<file path="config.mk">
export PLATFORM = sky130hd
export DESIGN_NAME = bus_bridge_irq
export DESIGN_NICKNAME = d
export VERILOG_FILES = /design/src/rtl/bus_bridge_irq.sv
export SDC_FILE = /design/constraint.sdc
export NUM_CORES = 1
export LEC_CHECK = 0
export BUFFER_PORTS_ARGS = -buffer_cell sky130_fd_sc_hd__buf_2
export CORE_MARGIN = 8
export CORE_UTILIZATION = 45
export CTS_CLUSTER_SIZE = 28
export DETAILED_ROUTE_END_ITERATION = 8
export PLACE_DENSITY = 0.82
export SLEW_MARGIN = 30
export SYNTH_ARGS = -nofsm -noshare
export SYNTH_HDL_FRONTEND = slang
export SYNTH_SLANG_ARGS = --single-unit
</file>
<file path="constraint.sdc">
create_clock -name CLK_I -period 7.7 [get_ports CLK_I]
set_input_delay 1.54 -clock CLK_I [delete_from_list [all_inputs] [get_ports CLK_I]]
set_output_delay 1.54 -clock CLK_I [all_outputs]
set_load 0.005 [all_outputs]
</file>
<file path="src/rtl/bus_bridge_irq.sv">
// Peripheral bus initiator with latched, maskable device interrupts.
// Optional bus-error reporting is enabled by defining BRIDGE_BUSERR_EN.
//
// Ports:
//   CLK_I, RST_I                  clock, async active-high reset
//   PrReq, PrWE, PrAddr, PrWD     CPU request side
//   PrRD, PrRdy, PrBusy           CPU response side
//   DEV_ADD, DEV_WD, DEV_WE       shared device register select / data / strobes
//   DEV0_RD, DEV1_RD, DEV2_RD     per-slot device read data
//   DEV_IRQ                       per-slot single-cycle interrupt pulses
//   HWInt                         to CP0 Cause.IP[7:2]
//
// Map (offset from BASE_ADDR):
//   0x00-0x0B slot0, 0x10-0x1B slot1, 0x20-0x2B slot2,
//   0x30 PEND (write-1-to-clear), 0x34 MASK.
//   Everything else is unmapped.

module bus_bridge_irq #(
    parameter logic [31:0] BASE_ADDR = 32'h0000_7F00,
    parameter logic [2:0]  MASK_RST  = 3'b111
) (
    input  logic        CLK_I,
    input  logic        RST_I,
    input  logic        PrReq,
    input  logic        PrWE,
    input  logic [31:0] PrAddr,
    input  logic [31:0] PrWD,
    output logic [31:0] PrRD,
    output logic        PrRdy,
    output logic        PrBusy,
    output logic [1:0]  DEV_ADD,
    output logic [31:0] DEV_WD,
    output logic [2:0]  DEV_WE,
    input  logic [31:0] DEV0_RD,
    input  logic [31:0] DEV1_RD,
    input  logic [31:0] DEV2_RD,
    input  logic [2:0]  DEV_IRQ,
    output logic [5:0]  HWInt
);

    typedef enum logic [1:0] {
        IDLE = 2'd0,
        ACC  = 2'd1,
        RSP  = 2'd2
    } state_t;

    state_t state;
    state_t state_nxt;

    // Latched request
    logic [31:0] addr_q;
    logic [31:0] wd_q;
    logic        we_q;

    // Captured response data, presented in RSP
    logic [31:0] rd_q;

    // Interrupt registers
    logic [2:0] pend;
    logic [2:0] mask;

    // Address decode of the latched request
    logic        in_win;
    logic [5:0]  off;
    logic [2:0]  sel_slot;
    logic        sel_pend;
    logic        sel_mask;
    logic        mapped;
    logic        in_acc;
    logic        acc_wr;

    logic [2:0]  pend_clr;
    logic [31:0] pend_rd;
    logic [31:0] rd_mux;

    // BASE_ADDR is 64-byte aligned, so the low six address bits are
    // already the window offset.
    assign in_win = (addr_q[31:6] == BASE_ADDR[31:6]);
    assign off    = addr_q[5:0];

    // Within each 16-byte slot only the first three words exist.
    assign sel_slot[0] = in_win && (off[5:4] == 2'b00) && (off[3:2] != 2'b11);
    assign sel_slot[1] = in_win && (off[5:4] == 2'b01) && (off[3:2] != 2'b11);
    assign sel_slot[2] = in_win && (off[5:4] == 2'b10) && (off[3:2] != 2'b11);
    assign sel_pend    = in_win && (off == 6'h30);
    assign sel_mask    = in_win && (off == 6'h34);
    assign mapped      = (|sel_slot) || sel_pend || sel_mask;

    assign in_acc = (state == ACC);
    assign acc_wr = in_acc && we_q;

    assign pend_clr = (acc_wr && sel_pend) ? wd_q[2:0] : 3'b000;

`ifdef BRIDGE_BUSERR_EN
    // Sticky bus-error flag, reported as PEND bit 3 and HWInt[5].
    logic err;
    logic err_set;
    logic err_clr;

    assign err_set = in_acc && !mapped;
    assign err_clr = acc_wr && sel_pend && wd_q[3];

    always_ff @(posedge CLK_I or posedge RST_I) begin
        if (RST_I) begin
            err <= 1'b0;
        end else begin
            // A new error in the same cycle as a clear keeps the flag set.
            err <= err_set || (err && !err_clr);
        end
    end

    assign pend_rd = {28'd0, err, pend};
    assign HWInt   = {err, 2'b00, pend & mask};
`else
    assign pend_rd = {29'd0, pend};
    assign HWInt   = {3'b000, pend & mask};
`endif

    // Read data selection for the latched address
    always_comb begin
        rd_mux = 32'd0;
        unique case (1'b1)
            sel_slot[0]: rd_mux = DEV0_RD;
            sel_slot[1]: rd_mux = DEV1_RD;
            sel_slot[2]: rd_mux = DEV2_RD;
            sel_pend:    rd_mux = pend_rd;
            sel_mask:    rd_mux = {29'd0, mask};
            default:     rd_mux = 32'd0;
        endcase
    end

    // FSM: state register
    always_ff @(posedge CLK_I or posedge RST_I) begin
        if (RST_I) begin
            state <= IDLE;
        end else begin
            state <= state_nxt;
        end
    end

    // FSM: next state. Requests outside IDLE are ignored.
    always_comb begin
        state_nxt = state;
        unique case (state)
            IDLE:    state_nxt = PrReq ? ACC : IDLE;
            ACC:     state_nxt = RSP;
            RSP:     state_nxt = IDLE;
            default: state_nxt = IDLE;
        endcase
    end

    // FSM: outputs
    always_comb begin
        PrBusy  = 1'b0;
        PrRdy   = 1'b0;
        PrRD    = 32'd0;
        DEV_ADD = 2'b00;
        DEV_WD  = 32'd0;
        DEV_WE  = 3'b000;
        unique case (state)
            IDLE: begin
                PrBusy = 1'b0;
            end
            ACC: begin
                PrBusy  = 1'b1;
                DEV_ADD = addr_q[3:2];
                DEV_WD  = wd_q;
                DEV_WE  = we_q ? sel_slot : 3'b000;
            end
            RSP: begin
                PrBusy = 1'b1;
                PrRdy  = 1'b1;
                PrRD   = rd_q;
            end
            default: begin
                PrBusy = 1'b0;
            end
        endcase
    end

    // Request capture and response data
    always_ff @(posedge CLK_I or posedge RST_I) begin
        if (RST_I) begin
            addr_q <= 32'd0;
            wd_q   <= 32'd0;
            we_q   <= 1'b0;
            rd_q   <= 32'd0;
        end else begin
            if ((state == IDLE) && PrReq) begin
                addr_q <= PrAddr;
                wd_q   <= PrWD;
                we_q   <= PrWE;
            end
            if (in_acc) begin
                rd_q <= we_q ? 32'd0 : rd_mux;
            end
        end
    end

    // Interrupt pending / mask registers
    always_ff @(posedge CLK_I or posedge RST_I) begin
        if (RST_I) begin
            pend <= 3'b000;
            mask <= MASK_RST;
        end else begin
            // Incoming pulses win over a simultaneous clear.
            pend <= (pend & ~pend_clr) | DEV_IRQ;
            if (acc_wr && sel_mask) begin
                mask <= wd_q[2:0];
            end
        end
    end

endmodule

</file>
==> results of run 1 <==
-- synthesized netlist by cell type (4+ instances only) --
cell type / number / share of area [%]
dfrtp_1: 102 / 46
mux2_2: 99 / 20
and2_1: 72 / 8.2
inv_1: 36 / 2.4
a22oi_1: 29 / 3.9
o22ai_2: 27 / 6.1
clkbuf_1: 22 / 1.5
buf_2: 6 / 0.54
nor3_1: 6 / 0.54
nor4_1: 6 / 0.68
nand2_1: 5 / 0.34
o22ai_1: 5 / 0.57
ha_1: 4 / 0.91
nand3_1: 4 / 0.36
-- metal layers --
layer  vias to the layer above  global-route usage (%)  wire length (um)  part of all wire [%]
li1                       2089                       -                 -                     -
met1                      2169                   21.70              6287                    40
met2                       178                   34.03              7806                    50
met3                        19                   6.200              1337                   8.6
met4                         0                   5.668               203                   1.3
met5                         -                       0                 0                     0
-- flip-flops by register name, summed over array words and instances (netlist names) --
name / count
state: 2
mask: 3
pend: 3
addr_q: 32
rd_q: 32
we_q: 1
wd_q: 32
-- critical path: cells and delay by family (launching register included) --
kind	cells	cell delay (ps)
flip-flops	1	500
AND/OR/NAND/NOR	2	1110
buffers and inverters	1	120
AO/OA/AOI/OAI	1	780
-- per-stage QoR --
step                      hold slack (ps)  instances
final                               493.0        843
after global routing                511.8        843
after CTS                           495.0        842
after detailed placement            479.7        826
after global placement              477.9        826
after floorplan                     462.3        471
-- cells by family (layout without fill, tap and decap cells) --
family	Yosys count	count (layout)	share of synthesized area, %
other	1	4	0.06796
DFF	105	105	47.69
muxes	102	102	20.75
adders and majority gates	4	4	0.9071
and+or+nand+nor	112	112	12.90
AOI/OAI and AO/OA	72	72	11.97
buffers and inverters	73	297	5.714
-- power by group through the flow --
stage / sequential [mW] / clock (mW) / combinational (mW)
floorplan: 0.691 / 0 / 0.315
global placement: 0.714 / 0 / 0.417
detailed placement: 0.725 / 0 / 0.431
CTS: 0.714 / 0.513 / 0.434
global route: 0.728 / 0.534 / 0.470
finish: 0.715 / 0.500 / 0.428
-- cell usage in the layout, fill, tap and decap left out, types with 2 or more instances in the layout --
cell / n
a21o_1: 3
a21oi_1: 2
a221oi_1: 3
a22oi_1: 29
and2_1: 71
and3_1: 2
buf_2: 240
buf_4: 5
bufinv_16: 2
clkbuf_16: 9
clkbuf_8: 2
conb_1: 3
dfrtp_1: 102
dfstp_2: 3
ha_1: 2
ha_2: 2
inv_1: 35
mux2_2: 99
mux2i_1: 3
nand2_1: 5
nand3_1: 4
nand4_1: 2
nor3_1: 6
nor4_1: 5
nor4_2: 2
nor4bb_1: 2
o21ai_0: 2
o22ai_1: 5
o22ai_2: 27
or4_1: 3
-- worst paths after layout --
check,from,endpoint,slack (ps),depth (start not counted)
worst max-delay path,addr_q[2],DEV_WE[2],3310,4
max in group asynchronous,RST_I,state[0],5250,3
worst max register to register,state[1],rd_q[8],4610,7
worst min-delay path,pend[0],pend[0],490,1
worst min register to register,pend[0],pend[0],490,1
min in group asynchronous,RST_I,wd_q[10],1230,2
-- final cells by class --
class	count	area, um^2
Clock inverter	4	76.32
Sequential cell	105	2631
Fill cell	1024	4888
Clock buffer	12	256.5
Inverter	36	137.6
Tap cell	147	183.9
Multi-Input combinational cell	293	2596
Timing Repair Buffer	245	1239
Antenna cell	1	2.502
==> out/qor.txt, run 1 <==
Status -> completed
Internal Pwr Total -> 1.171 mW
Seq/Total Area, Yosys -> 47.69%
Vias -> 4,455
Count of final setup violators -> 0
Area grow syn2layout -> 29.09%
Final min period -> 4385 ps
Post-Route Utilization -> 59.30%
CTS clk-pin slew, worst paths -> 70 ps
Vias in the first global route -> 4,903
First-pass GRT wire length -> 25,190 um
Mapped Cells -> 469
Post-synth top flop -> dfrtp_1
Worst-margin pin slew -> 915.8 ps
Max-cap check violation count -> 0
Mean post-synth cell area -> 11.77 um^2
Initial antenna violation count -> 1
Die ar. -> 16,060 um^2
Core area -> 12,010 um^2
Switching pwr -> 0.4721 mW
FF+latch count, synth -> 105
Post-route DRC violation count -> 0
Largest net degree at the start of global routing -> 68
Post-Syn Area -> 5518 um^2
I/O pins -> 244
Final HPWL from detailed placement -> 12,100 um
Clock power frac -> 30.4%
Final wirelength -> 15,640 um
Worst setup SP type -> register
RSZ-0062 raised after global routing -> no
Synth unique cells -> 37
Slew Viols, Final -> 0
Rows -> 40
Number of I/O port buffers -> 240
# nets final -> 861
F_max -> 228.0 MHz
Top fanout value on the critical path -> 23
TritonCTS clock tree -> built
Syn. warnings -> 0
Post-CTS Setup Inserts -> 0
Worst-case clock skew -> 8.920 ps
Critical-path top delay cell -> and2_1
Clock Sinks -> 105
Hold Buf Count CTS -> 0
Area post-placement -> 6779 um^2
Clock Path Buffers -> 2
Final Hold Viols -> 0
Async SR Flop Fraction -> 100.0%
Layout cells sized above 1 -> 57.27%
Num CTS Buffers -> 9
Post-route ant nets -> 0
Leakage -> 3.429 nW
Gr ovfl total -> 0
Crit path DAT -> 2850 ps
Worst path cell trace -> a21oi_1, and2_1, and3_1, buf_2
DR pass1 iterations -> 4
Critical path's largest stage delay -> 840 ps
Fin Setup TNS -> 0 ps
Flop pwr share -> 43.5%
GP Congestion -> 0.8985
Tcrit/Tclk final -> 56.95%
Initial drt markers -> 223
CP required -> 6160 ps
Final WS setup -> 3315 ps
Worst Hold Class -> reg -> reg
Initial Utilization -> 45.94%
Post-synth EDFFs -> 0
Avg WL per Cell -> 18.55 um
Worst skew pair latency -> 340 ps
Maximum vdd ir drop -> 0.0001378 V
Drt via density -> 5.285
Sw Ratio -> 28.73%
CP Capture Type -> output port
H-tree depth -> 3
Pwr Total -> 1.643 mW
Root Driver -> clkbuf_16
Die width -> 126.7 um
Post-route cell area -> 7123 um^2
Place WS -> 3704 ps
Rel. slew slack -> 38.95%
Combinational fraction of design power -> 26.0%
Critical path type -> reg -> out
Die Y -> 126.7 um
Post-cts resize count -> 0
GRT Total Usage -> 19.24%
PwrDens -> 230.6 nW/um^2
Note: power is estimated with default switching activity, not from simulation.
==> run 2, diff against run 1 <==
--- a/config.mk
+++ b/config.mk
@@ -5,6 +5,7 @@
 export SDC_FILE = /design/constraint.sdc
 export NUM_CORES = 1
 export LEC_CHECK = 0
+export ABC_AREA = 1
 export BUFFER_PORTS_ARGS = -buffer_cell sky130_fd_sc_hd__buf_2
 export CORE_MARGIN = 8
 export CORE_UTILIZATION = 45
==> constraint.sdc (replaced) <==
create_clock -name CLK_I -period 4.3 [get_ports CLK_I]
set_input_delay 0.86 -clock CLK_I [delete_from_list [all_inputs] [get_ports CLK_I]]
set_output_delay 0.86 -clock CLK_I [all_outputs]
set_load 0.005 [all_outputs]
==> run 2 against run 1 <==
Compared with the run above:
- cell count up 42%
- setup slack worse by 2100 ps
- count of clock-buffer cells in the layout down 1
- critical path depth grew 5
- critical endpoint is now rd_q[23]
- largest cell class unchanged
- highest routed layer is now met5
==> out/qor.txt, run 2 <==
Worst Hold Class -> reg -> reg (unchanged)
Antenna cell count -> 0 (was 1)
Worst setup path endpoint -> rd_q[23] (was DEV_WE[2])
Biggest regs -> addr_q x32, rd_q x32, wd_q x32 (unchanged)
Area contributors post-synth -> dfrtp_1 (46%), nand2_1 (26%), nand3_1 (12%) (was dfrtp_1 (46%), mux2_2 (20%), and2_1 (8.2%))
Post-route insts no fill -> 1,199 (was 843)
Initial drt markers -> 306 (was 223)
Final Hold Viols -> 0 (unchanged)
Critical path type -> reg -> reg (was reg -> out)
Drt via density -> 4.752 (was 5.285)
Mapped Cells -> 812 (was 469)
Layout cells sized above 1 -> 26.96% (was 57.27%)
Final min period -> 3093 ps
Area leader, netlist -> dfrtp_1 (unchanged)
Vias -> 5,698 (was 4,455)
Synth unique cells -> 22 (was 37)
Die Y -> 127.3 um (was 126.7 um)
Number of I/O port buffers -> 240 (unchanged)
Initial antenna violation count -> 2 (was 1)
Root Driver -> clkbuf_16 (unchanged)
Largest net degree at the start of global routing -> 82 (was 68)
Area post-placement -> 6854 um^2 (was 6779 um^2)
Fin Setup TNS -> 0 ps (unchanged)
Worst setup SP type -> register (unchanged)
CP Capture Type -> register (was output port)
Leakage -> 4.605 nW (was 3.429 nW)
Flop pwr share -> 48.0% (was 43.5%)
CTS clk-pin slew, worst paths -> 70 ps (about the same)
Gr ovfl total -> 0 (unchanged)
Final WS setup -> 1207 ps (was 3315 ps)
Async SR Flop Fraction -> 100.0% (unchanged)
Post-cts resize count -> 0 (unchanged)
Clock Sinks -> 105 (unchanged)
Slew Viols, Final -> 0 (unchanged)
Switching pwr -> 0.8051 mW (was 0.4721 mW)
Crit. Startpoint -> state[1] (was addr_q[2])
H-tree depth -> 3 (unchanged)
Max-cap check violation count -> 0 (unchanged)
Vias in the first global route -> 5,411 (was 4,903)
Post-Route Utilization -> 59.17% (was 59.30%)
Clock power frac -> 30.6% (was 30.4%)
Avg WL per Cell -> 13.74 um (was 18.55 um)
Worst reg2reg setup slack -> 1210 ps (was 4610 ps)
Worst skew pair latency -> 340 ps (about the same)
GP Congestion -> 0.8323 (was 0.8985)
Top fanout value on the critical path -> 36 (was 23)
Post-route cell area -> 7137 um^2 (was 7123 um^2)
Final wirelength -> 16,480 um (was 15,640 um)
Place WS -> 1571 ps (was 3704 ps)
Die width -> 127.3 um (was 126.7 um)
Post-route ant nets -> 0 (unchanged)
Worst r2r src -> state[1] (unchanged)
Mean post-synth cell area -> 6.862 um^2 (was 11.77 um^2)
Post-synth EDFFs -> 0 (unchanged)
Count of final setup violators -> 0 (unchanged)
Post-synth top cells -> nand2_1 (380), nand3_1 (131), dfrtp_1 (102), inv_1 (93), clkbuf_1 (34) (was dfrtp_1 (102), mux2_2 (99), and2_1 (72), inv_1 (36), a22oi_1 (29))
Post-CTS Setup Inserts -> 0 (unchanged)
R2R Path End -> rd_q[23] (was rd_q[8])
Fillcell total -> 1,150 (was 1,024)
Depth of the most critical reg-to-reg path -> 9 (was 7)
Seq/Total Area, Yosys -> 47.23% (was 47.69%)
Internal Pwr Total -> 1.741 mW (was 1.171 mW)
PwrDens -> 356.8 nW/um^2 (was 230.6 nW/um^2)
Worst-margin pin slew -> 904.1 ps (was 915.8 ps)
Most frequent cells in the layout -> nand2_1 (379), buf_2 (240), nand3_1 (131) (was buf_2 (240), dfrtp_1 (102), mux2_2 (99))
Clock Path Buffers -> 2 (unchanged)
Combinational fraction of design power -> 21.5% (was 26.0%)
Syn. warnings -> 0 (unchanged)
Rel. slew slack -> 39.35% (was 38.95%)
Worst-case clock skew -> 9.936 ps (was 8.920 ps)
Maximum vdd ir drop -> 0.0002148 V (was 0.0001378 V)
DR pass1 iterations -> 4 (unchanged)
F_max -> 323.3 MHz
Post-Syn Area -> 5572 um^2 (was 5518 um^2)
Die ar. -> 16,200 um^2 (was 16,060 um^2)
Sw Ratio -> 31.62% (was 28.73%)
Hold Buf Count CTS -> 0 (unchanged)
Post-route DRC violation count -> 0 (unchanged)
RSZ-0062 raised after global routing -> no (unchanged)
FF+latch count, synth -> 105 (unchanged)
First-pass GRT wire length -> 26,520 um (was 25,190 um)
Tcrit/Tclk final -> 71.93%
Hold_sp -> addr_q[6] (was pend[0])
TritonCTS clock tree -> built (unchanged)
Num CTS Buffers -> 9 (unchanged)
Crit path DAT -> 3360 ps (was 2850 ps)
Most common cell after layout, fill and taps aside -> nand2_1 (was buf_2)
Rows -> 40 (unchanged)
Most numerous cell in the Yosys netlist -> nand2_1 (was dfrtp_1)
# nets final -> 1,197 (was 861)
Initial Utilization -> 46.19% (was 45.94%)
Area grow syn2layout -> 28.09% (was 29.09%)
CP required -> 4570 ps (was 6160 ps)
Yosys top cell area share -> 45.81% (was 46.26%)
Post-synth top flop -> dfrtp_1 (unchanged)
Dpl cells -> 1,183 (was 826)
Final HPWL from detailed placement -> 12,290 um (was 12,100 um)
I/O pins -> 244 (unchanged)
Core area -> 12,060 um^2 (was 12,010 um^2)
Status -> completed (unchanged)
GRT Total Usage -> 19.94% (was 19.24%)
==> run 2: cell types whose count changed after synthesis, moves of 12 or more <==
cell,change
a22oi_1,-29
and2_1,-72
clkbuf_1,+12
inv_1,+57
mux2_2,-99
nand2_1,+375
nand3_1,+127
nor2_1,+26
o22ai_2,-27
==> run 2: worst min path at each step <==
stage                endpoint  slack, ps  cells after the start
finish              addr_q[6]        470                      2
global route         wd_q[19]        500                      2
CTS                 addr_q[6]        480                      2
detailed placement  addr_q[6]        460                      2
global placement    addr_q[6]        460                      2
floorplan           addr_q[6]        440                      2
==> run 2: routing by layer <==
layer	share of wire (%)	track usage [%]
met1	42	24.83
met2	45	31.62
met3	11	7.404
met4	1.6	5.948
met5	0.14	0
==> run 2: cells by family (layout without fill, tap and decap cells) <==
logic type               after synthesis  in the layout  synth area share, %
AO/OA/AOI/OAI                         16             16                1.550
AND/OR/NAND/NOR                      543            543                39.86
flip-flops                           105            105                47.23
adder cells (fa/ha/maj)                4              4               0.8983
other                                  1              3              0.06731
buffers and inverters                143            360                10.40
==> run 2: per-stage QoR <==
stage	total power, mW	hold slack [ps]
after floorplan	1.557	441.4
final	2.546	472.8
after detailed placement	1.788	458.8
after global routing	2.699	495.6
after global placement	1.770	458.8
after CTS	2.575	478.0
==> run 2: area by class of cell <==
type	count	area (um^2)	area share, %
clock inverters	5	38.79	0.5435
clock buffers	11	242.7	3.401
repair buffers	250	1276	17.88
well taps	168	210.2	2.945
inverters	94	356.6	4.996
multi-input cells	566	2381	33.36
flip-flops and latches	105	2631	36.87
==> run 2: critical path, stage by stage (launching register included) <==
cell and delay [ps]:
dfrtp_1 380, inv_1 100, ha_1 150, buf_4 340, clkinv_1 820, or2_2 600, a21oi_2 100, buf_4 320
nand2_1 100, nand2_1 80
==> run 2: power groups by stage <==
stage	Clock (mW)	Sequential, mW	Combinational (mW)
global route	0.834	1.24	0.627
detailed placement	0	1.24	0.551
global placement	0	1.23	0.541
floorplan	0	1.21	0.344
CTS	0.800	1.22	0.554
finish	0.779	1.22	0.546
==> run 3, diff against run 2 <==
==> constraint.sdc (replaced) <==
create_clock -name CLK_I -period 3.2 [get_ports CLK_I]
set_input_delay 0.64 -clock CLK_I [delete_from_list [all_inputs] [get_ports CLK_I]]
set_output_delay 0.64 -clock CLK_I [all_outputs]
set_load 0.005 [all_outputs]
==> run 3 against run 2 <==
Compared with the run above:
- sequential cell count did not move
- register-to-register slack got worse by 470 ps
- critical path depth down 4
- first-iteration DRC count up 24%
- global-route usage up 0.78 points
- sequential share of layout area decreased by 0.21 points
- largest cell class unchanged
- non-clock buffer count up 3
- routed wire length grew 1.4%
- critical endpoint is now DEV_WE[0]
- cell count grew 0.25%
- clock skew rose by 4.9 ps
- largest power group unchanged
- setup slack got worse by 680 ps
==> out/qor.txt, run 3 (synthesis results as in run 2) <==
Fillcell total -> 1,200 (was 1,150)
Post-route DRC violation count -> 0 (unchanged)
Initial antenna violation count -> 1 (was 2)
Final min period -> 2676 ps
I/O pins -> 244 (unchanged)
Worst Hold Class -> in -> async (was reg -> reg)
Maximum vdd ir drop -> 0.0002960 V (was 0.0002148 V)
Count of final setup violators -> 0 (unchanged)
Die width -> 127.3 um (unchanged)
Most frequent cells in the layout -> nand2_1 (379), buf_2 (240), nand3_1 (131) (unchanged)
Leakage -> 4.633 nW (was 4.605 nW)
Top fanout value on the critical path -> 18 (was 36)
Post-cts resize count -> 0 (unchanged)
Initial Utilization -> 46.19% (unchanged)
GRT Total Usage -> 20.73% (was 19.94%)
Worst skew pair latency -> 340 ps (about the same)
Clock Path Buffers -> 2 (unchanged)
Largest net degree at the start of global routing -> 79 (was 82)
R2R Path End -> rd_q[26] (was rd_q[23])
GP Congestion -> 0.8746 (was 0.8323)
Critical path type -> reg -> out (was reg -> reg)
Root Driver -> clkbuf_16 (unchanged)
Worst reg2reg setup slack -> 740 ps (was 1210 ps)
Status -> completed (unchanged)
H-tree depth -> 3 (unchanged)
Area grow syn2layout -> 28.83% (was 28.09%)
Drt via density -> 4.773 (was 4.752)
Worst setup SP type -> register (unchanged)
Tcrit/Tclk final -> 83.63%
CTS clk-pin slew, worst paths -> 70 ps (about the same)
Hold Buf Count CTS -> 0 (unchanged)
RSZ-0062 raised after global routing -> no (unchanged)
Num CTS Buffers -> 9 (unchanged)
Worst r2r src -> state[1] (unchanged)
Hold Slack -> 407.5 ps (was 472.8 ps)
Biggest regs -> addr_q x32, rd_q x32, wd_q x32 (unchanged)
Final HPWL from detailed placement -> 12,670 um (was 12,290 um)
Post-Route Utilization -> 59.51% (was 59.17%)
Rows -> 40 (unchanged)
Depth of the most critical reg-to-reg path -> 9 (unchanged)
Number of I/O port buffers -> 240 (unchanged)
Post-CTS Setup Inserts -> 0 (unchanged)
DR pass1 iterations -> 5 (was 4)
CP required -> 2560 ps (was 4570 ps)
Area post-placement -> 6900 um^2 (was 6854 um^2)
Rel. slew slack -> 52.87% (was 39.35%)
# nets final -> 1,200 (was 1,197)
Layout cells sized above 1 -> 27.18% (was 26.96%)
Avg WL per Cell -> 13.90 um (was 13.74 um)
Final wirelength -> 16,700 um (was 16,480 um)
Vias in the first global route -> 5,504 (was 5,411)
Fin Setup TNS -> 0 ps (unchanged)
Final Hold Viols -> 0 (unchanged)
Die Y -> 127.3 um (unchanged)
Worst-margin pin slew -> 705.5 ps (was 904.1 ps)
Crit. Startpoint -> state[1] (unchanged)
Slew Viols, Final -> 0 (unchanged)
Die ar. -> 16,200 um^2 (unchanged)
Vias -> 5,737 (was 5,698)
PwrDens -> 476.2 nW/um^2 (was 356.8 nW/um^2)
Most common cell after layout, fill and taps aside -> nand2_1 (unchanged)
Gr ovfl total -> 0 (unchanged)
TritonCTS clock tree -> built (unchanged)
CP Capture Type -> output port (was register)
Antenna cell count -> 0 (unchanged)
Post-route ant nets -> 0 (unchanged)
Clock Sinks -> 105 (unchanged)
Max-cap check violation count -> 0 (unchanged)
Core area -> 12,060 um^2 (unchanged)
Initial drt markers -> 379 (was 306)
F_max -> 373.7 MHz
First-pass GRT wire length -> 27,500 um (was 26,520 um)
Crit path DAT -> 2040 ps (was 3360 ps)
Worst setup path endpoint -> DEV_WE[0] (was rd_q[23])
Post-route cell area -> 7178 um^2 (was 7137 um^2)
Worst-case clock skew -> 14.86 ps (was 9.936 ps)
==> run 3: changes by cell type in the layout (fill, tap and decap cells not counted), sizes merged <==
| cell | change |
|---|---|
| buf | +3 |
| inv | +3 |
| clkbuf | -2 |
| clkinv | -1 |
==> run 3: critical path, stage by stage, from the launching register on <==
cell and delay [ps]:
dfrtp_1 380, inv_1 100, ha_1 600, nand2_1 280, nor2_1 190, buf_2 140
==> run 3: power breakdown <==
part / total, mW / internal, mW / switching, mW / leakage [nW]
Sequential: 1.64 / 1.52 / 0.118 / 1.33
Combinational: 0.738 / 0.265 / 0.474 / 3.16
Clock: 1.04 / 0.537 / 0.500 / 0.142
==> run 3: stage by stage <==
step,instances,power (mW),worst slack [ps]
6_report,1202,3.418,524.0
5_1_grt,1202,3.635,279.7
4_1_cts,1202,3.458,443.0
3_5_place_dp,1186,2.407,749.6
3_3_place_gp,1186,2.390,829.6
2_1_floorplan,814,2.093,1194
==> run 3: final cells by class <==
class	count	area (um^2)	area share, %
Clock buffer	9	225.2	3.138
Sequential cell	105	2631	36.66
Clock inverter	7	52.55	0.7321
Inverter	94	356.6	4.968
Timing Repair Buffer	253	1324	18.44
Multi-Input combinational cell	566	2379	33.14
Tap cell	168	210.2	2.928
==> run 3: worst min path at each step <==
stage | slack (ps) | endpoint | depth (start not counted) | startpoint
floorplan | 440 | addr_q[6] | 2 | addr_q[6]
global placement | 460 | addr_q[6] | 2 | addr_q[6]
detailed placement | 470 | rd_q[15] | 2 | rd_q[15]
CTS | 410 | rd_q[5] | 2 | RST_I
global route | 450 | rd_q[5] | 2 | RST_I
finish | 410 | rd_q[5] | 2 | RST_I
==> run 3: routing by layer <==
metal  GRT usage, %  wire [um]  part of all wire [%]  vias to the layer above
met5              0         12                 0.072                        -
met2          33.88       7598                    45                      239
met3          6.864       1773                    11                       18
li1               -          -                     -                     2887
met4          4.899        224                   1.3                        2
met1          25.97       7093                    42                     2591
